**config.mk**
```make
export PLATFORM = sky130hd
export DESIGN_NAME = ofdm_dac_sample_bridge
export DESIGN_NICKNAME = d
export VERILOG_FILES = /design/src/rtl/ofdm_bbp_pkg.sv /design/src/rtl/ofdm_sync_fifo.sv /design/src/rtl/ofdm_dac_sample_bridge.sv
export SDC_FILE = /design/constraint.sdc
export NUM_CORES = 1
export LEC_CHECK = 0
export BUFFER_PORTS_ARGS = -buffer_cell sky130_fd_sc_hd__buf_2
export CAP_MARGIN = 20
export CELL_PAD_IN_SITES_DETAIL_PLACEMENT = 1
export CELL_PAD_IN_SITES_GLOBAL_PLACEMENT = 1
export CORE_MARGIN = 1.5
export CORE_UTILIZATION = 25
export CTS_BUF_LIST = sky130_fd_sc_hd__clkbuf_16
export DETAILED_ROUTE_END_ITERATION = 8
export HOLD_SLACK_MARGIN = 0.1
export PLACE_DENSITY_LB_ADDON = 0.1
export SLEW_MARGIN = 10
export SYNTH_ARGS = -nofsm -noshare
export SYNTH_HDL_FRONTEND = slang
export SYNTH_SLANG_ARGS = --single-unit
export TNS_END_PERCENT = 1
```
**constraint.sdc**
```tcl
create_clock -name clk -period 4.32 [get_ports clk]
set_clock_uncertainty 0.1 [all_clocks]
set_input_delay 0.864 -clock clk [delete_from_list [all_inputs] [get_ports clk]]
set_output_delay 0.864 -clock clk [all_outputs]
set_load 0.01 [all_outputs]
```
**src/rtl/ofdm_bbp_pkg.sv**
```systemverilog
// Shared encodings for the OFDM DAC bridge: source modes and read-side FSM states.
package ofdm_bbp_pkg;

  typedef enum logic [1:0] {
    MODE_DMA   = 2'd0,
    MODE_BBP   = 2'd1,
    MODE_ZERO  = 2'd2,
    MODE_CONST = 2'd3
  } mode_e;

  typedef enum logic [1:0] {
    ST_IDLE    = 2'd0,
    ST_PREFILL = 2'd1,
    ST_RUN     = 2'd2
  } rd_state_e;

  localparam int UNF_CNT_W = 16;

  function automatic logic [UNF_CNT_W-1:0] sat_inc(input logic [UNF_CNT_W-1:0] v);
    return (&v) ? v : v + 1'b1;
  endfunction

endpackage

```
**src/rtl/ofdm_sync_fifo.sv**
```systemverilog
// Single-clock FIFO with synchronous flush; pointers carry a wrap bit so full/empty
// fall out of the pointer difference.
module ofdm_sync_fifo #(
  parameter int WIDTH      = 32,
  parameter int DEPTH_LOG2 = 4
) (
  input  logic                  clk,
  input  logic                  rst,
  input  logic                  flush,
  input  logic                  push,
  input  logic [WIDTH-1:0]      wdata,
  input  logic                  pop,
  output logic [WIDTH-1:0]      rdata,
  output logic                  full,
  output logic                  empty,
  output logic [DEPTH_LOG2:0]   level
);
  localparam int DEPTH = 1 << DEPTH_LOG2;

  logic [WIDTH-1:0]    mem [DEPTH];
  logic [DEPTH_LOG2:0] wr_ptr, rd_ptr;

  always_ff @(posedge clk or posedge rst) begin
    if (rst) begin
      wr_ptr <= '0;
      rd_ptr <= '0;
    end else if (flush) begin
      wr_ptr <= '0;
      rd_ptr <= '0;
    end else begin
      if (push) wr_ptr <= wr_ptr + 1'b1;
      if (pop)  rd_ptr <= rd_ptr + 1'b1;
    end
  end

  // Push into a full FIFO is only legal alongside a pop; the write slot is the
  // one being read this cycle, so the old entry is still presented on rdata.
  always_ff @(posedge clk) begin
    if (push && !flush) mem[wr_ptr[DEPTH_LOG2-1:0]] <= wdata;
  end

  assign rdata = mem[rd_ptr[DEPTH_LOG2-1:0]];
  assign level = wr_ptr - rd_ptr;
  assign full  = level[DEPTH_LOG2];
  assign empty = (level == '0);

endmodule

```
**src/rtl/ofdm_dac_sample_bridge.sv**
```systemverilog
// DAC-side sample mux: DMA passthrough, prefilled BBP FIFO playout, zero or constant,
// with registered outputs and underflow accounting.
module ofdm_dac_sample_bridge
  import ofdm_bbp_pkg::*;
#(
  parameter int NUM_CH     = 1,
  parameter int DW         = 16,
  parameter int DEPTH_LOG2 = 4,
  parameter int PREFILL    = 8
) (
  input  logic                     clk,
  input  logic                     rst,
  input  logic                     cfg_enable,
  input  logic [1:0]               cfg_mode,
  input  logic [2*DW-1:0]          cfg_const,
  input  logic                     s_valid,
  output logic                     s_ready,
  input  logic [NUM_CH*2*DW-1:0]   s_data,
  input  logic                     dac_valid,
  input  logic [NUM_CH*2*DW-1:0]   dma_data,
  input  logic                     dma_dovf,
  input  logic                     dma_dunf,
  output logic [NUM_CH*2*DW-1:0]   dac_data,
  output logic                     dac_dovf,
  output logic                     dac_dunf,
  output logic [DEPTH_LOG2:0]      stat_level,
  output logic [UNF_CNT_W-1:0]     stat_unf_cnt
);
  localparam int SW = NUM_CH * 2 * DW;
  localparam logic [DEPTH_LOG2:0] PREFILL_LVL = PREFILL[DEPTH_LOG2:0];

  rd_state_e       state;
  logic            bbp_sel, pop, unf, push, full, empty;
  logic [SW-1:0]   fifo_rdata, const_rep;
  logic [SW-1:0]   nxt_data;
  logic            nxt_dovf, nxt_dunf;

  assign bbp_sel = cfg_enable && (cfg_mode == MODE_BBP);
  assign pop     = bbp_sel && (state == ST_RUN) && dac_valid && !empty;
  assign unf     = bbp_sel && (state == ST_RUN) && dac_valid &&  empty;
  // A pop in the same cycle frees a slot, so a full FIFO still takes a push.
  assign s_ready = !rst && bbp_sel && (!full || pop);
  assign push    = s_valid && s_ready;

  for (genvar c = 0; c < NUM_CH; c++) begin : g_const
    assign const_rep[c*2*DW +: 2*DW] = cfg_const;
  end

  ofdm_sync_fifo #(.WIDTH(SW), .DEPTH_LOG2(DEPTH_LOG2)) u_fifo (
    .clk   (clk),
    .rst   (rst),
    .flush (!bbp_sel),
    .push  (push),
    .wdata (s_data),
    .pop   (pop),
    .rdata (fifo_rdata),
    .full  (full),
    .empty (empty),
    .level (stat_level)
  );

  always_comb begin
    nxt_data = dma_data;
    nxt_dovf = dma_dovf;
    nxt_dunf = dma_dunf;
    if (cfg_enable) begin
      case (mode_e'(cfg_mode))
        MODE_BBP: begin
          nxt_data = pop ? fifo_rdata : '0;
          nxt_dovf = 1'b0;
          nxt_dunf = unf;
        end
        MODE_ZERO: begin
          nxt_data = '0;
          nxt_dovf = 1'b0;
          nxt_dunf = 1'b0;
        end
        MODE_CONST: begin
          nxt_data = const_rep;
          nxt_dovf = 1'b0;
          nxt_dunf = 1'b0;
        end
        default: ;
      endcase
    end
  end

  always_ff @(posedge clk or posedge rst) begin
    if (rst) begin
      state        <= ST_IDLE;
      dac_data     <= '0;
      dac_dovf     <= 1'b0;
      dac_dunf     <= 1'b0;
      stat_unf_cnt <= '0;
    end else begin
      if (!bbp_sel) begin
        state <= ST_IDLE;
      end else begin
        case (state)
          ST_IDLE:    state <= ST_PREFILL;
          ST_PREFILL: if (stat_level >= PREFILL_LVL) state <= ST_RUN;
          ST_RUN:     if (unf) state <= ST_PREFILL;
          default:    state <= ST_IDLE;
        endcase
      end
      if (dac_valid) dac_data <= nxt_data;
      dac_dovf <= nxt_dovf;
      dac_dunf <= nxt_dunf;
      if (unf) stat_unf_cnt <= sat_inc(stat_unf_cnt);
    end
  end

endmodule

```
==> flow_summary_export.csv <==
group,metric,value,unit
synth,synth.avg_cell_area,19.0,um^2
global_route,grt_util_met2,0.234,
status,outcome,"finished, final reports clean",
floorplan,die_w,304,um
global_route,grt_pass1_wl,95900,um
power,finalPower,12000,uW
floorplan,dieArea,92600,um^2
drt,vias,12200,
clock_tree,post-cts-setup-buffer-count,0,
placed_design,dp_worst_setup_slack,0.685,ns
floorplan,io_pins,161,
drt,route.detailed.drc,0,
synth,yosysSeqAreaShare,0.746,
power,powerDensity,441,nW/um^2
clock_tree,clk_pin_slew,0.06,ns
placed_design,finalWeightedCongestion,0.720,
sta,worst_pin_slew,0.979,ns
power,p_int,9500,uW
sta,slew_viol_final,0,
floorplan,start_util,0.252,
worst_setup_path,cp_common_cell,"nor3_1",
synth,yosysMostFrequentCell,"edfxtp_1",
drt,wire_per_inst,24.9,um
sta,setup-violations-final,0,
clock_tree,clk_path_buf_depth,3,
sta,min_period,3.69,ns
synth,synthCells,1198,
worst_setup_path,cp_max_fo,10,
clock_tree,numCtsBuffers,70,
final_layout,drive_gt1_frac,0.326,
synth,synth_top_flop_cell,"edfxtp_1",
clock_tree,cts_tree,"yes",
sta,finalHoldViolations,0,
clock_tree,h-tree-depth,3,
synth,ys_seq_elements,574,
worst_setup_path,cp_top_family,"flip-flops",
global_route,grt_max_degree,67,
run,drv_cap,0,
worst_setup_path,worstPathCellList,"inv_1, ha_1, a21oi_1, and3_2, nor3_1, nor3_1, buf_2",
drt,wl,65600,um
synth,synth_cell_type_count,52,
sta,holdWs,0.167,ns
sta,fin_setup_tns,0,ns
drt,via_per_inst,4.63,
synth,ys_async_sr_fraction,0.108,
global_route,grtUsageMet3,0.0233,
power,p_seq_frac,0.507,
sta,relSlewSlack,0.345,
clock_tree,clock_sinks,574,
global_route,overflow,0,
final_layout,fin_nets,1526,
floorplan,die_h,304,um
synth,syn-num-nets,1314,
synth,synth_edf_count,512,
global_route,busiest_layer,"met2",
worst_setup_path,critPathBufInv,2,
sta,period_share,0.853,
power,power_frac_comb,0.028,
synth,synth_top_area_share,0.677,
worst_setup_path,worstPathRequired,3.36,ns
synth,syn_area,22700,um^2
power,switching_power,2550,uW
worst_setup_path,end_kind,"primary output",
worst_setup_path,worst_path_max_delay_cell,"dfrtp_1",
final_layout,diodes,0,
final_layout,num-fill-cells,9230,
global_route,grt_pass1_vias,13600,
sta,setup_slack,0.634,ns
worst_setup_path,timing_worst_setup_path_type,"reg2out",
floorplan,rows,110,
global_route,antenna_found_initial,2,
global_route,grt_use_met1,0.192,
final_layout,finalCoreUtilization,0.304,
synth,yosys-top-cells-count,"512 x edfxtp_1, 122 x mux4_2, 87 x nor2_1, 81 x o22ai_1, 66 x nand2_1",
placed_design,numPortBuffers,160,
sta,grt_setup_unrepaired,"no",
clock_tree,cts_root_buf,"clkbuf_16",
clock_tree,worstSkewPairLatency,0.60,ns
drt,ant_nets,0,
synth,ys_warn_count,0,
clock_tree,cts_hold_buf,0,
min_path,worstHoldPathType,"in2async",
synth,netlist_top_cells_area,"edfxtp_1 68%, mux4_2 12%, dfrtp_1 6.8%",
global_route,grt_usage,0.142,
power,ir_drop,0.254,mV
synth,post-synth-top-area-cell,"edfxtp_1",
final_layout,areaGrowthSynthToFinish,20.4,%
floorplan,core,90000,um^2
clock_tree,ctsResizeCount,0,
power,power_frac_clock,0.464,
placed_design,hpwl,40400,um
sta,fmax,271,MHz
worst_setup_path,start_kind,"flop",
power,switching_share,0.212,
power,p_leak,0.00906,uW
drt,drtIter0Drc,832,
worst_setup_path,crit_arrival,2.72,ns
worst_setup_path,slowest_delay,0.61,ns
drt,drtPass1Iterations,5,
==> flip-flops by register name, indices dropped and copies added (netlist names) <==
signal         flops
u_fifo.mem       512
u_fifo.rd_ptr      5
dac_dovf           1
dac_dunf           1
state              2
dac_data          32
stat_unf_cnt      16
u_fifo.wr_ptr      5
==> power groups by stage <==
stage                     logic (uW)  clock network, uW  registers [uW]
after detailed placement         356                  0            6230
after global placement           349                  0            6220
after CTS                        357               5810            6110
after global routing             381               5990            6110
final                            343               5590            6110
after floorplan                  108                  0            6240
==> cells in the final DEF (no fill, tap or decap), drive strengths merged, types with 23 or more instances in the layout <==
cell type  instances
a221oi            26
buf              206
clkbuf            70
clkinv            23
dfrtp             62
edfxtp           512
inv               33
mux4             122
nand2             66
nor2              88
o22ai             81
==> worst paths after layout <==
kind                       slack, ns  cells past startpoint              from                end
max in group asynchronous       2.70                      3               rst   u_fifo.rd_ptr[2]
hold / removal                  0.17                      2               rst   stat_unf_cnt[14]
min in group clk                0.38                      2          dma_dovf           dac_dovf
hold reg to reg                 0.42                      1  stat_unf_cnt[12]   stat_unf_cnt[12]
setup / recovery                0.63                      7  u_fifo.rd_ptr[3]            s_ready
setup reg to reg                0.68                      8  u_fifo.rd_ptr[3]  u_fifo.mem[7][24]
==> final cells by class <==
class / instances / area (um^2) / share of cell area
well taps: 1176 / 1470 / 0.0538
clock inverters: 53 / 413 / 0.0151
repair buffers: 206 / 1250 / 0.0459
clock buffers: 70 / 1750 / 0.0641
flip-flops and latches: 574 / 16900 / 0.620
multi-input cells: 547 / 5470 / 0.200
inverters: 11 / 45.0 / 0.00165
==> routing by layer <==
layer / routed length [um] / vias up
met5: 17 / -
met4: 1480 / 2
met3: 2310 / 92
met2: 31800 / 202
met1: 30100 / 6593
li1: - / 5323
==> cell families (layout without fill, tap and decap cells) <==
kind of cell             after synthesis  in the layout  share of synthesized area
AO/OA/AOI/OAI                        153            153                     0.0490
XOR/XNOR                              18             18                    0.00727
adder cells (fa/ha/maj)               11             11                    0.00639
buffers and inverters                 77            340                     0.0154
flip-flops                           574            574                      0.746
multiplexers                         141            141                      0.130
AND/OR/NAND/NOR                      224            224                     0.0464
==> metrics by stage <==
step,std cells,cell area [um^2]
after floorplan,1198,22700
after CTS,2636,27300
after global placement,2513,25100
after detailed placement,2513,25100
final,2637,27300
after global routing,2637,27300
Power figures use the tool's default switching activity.
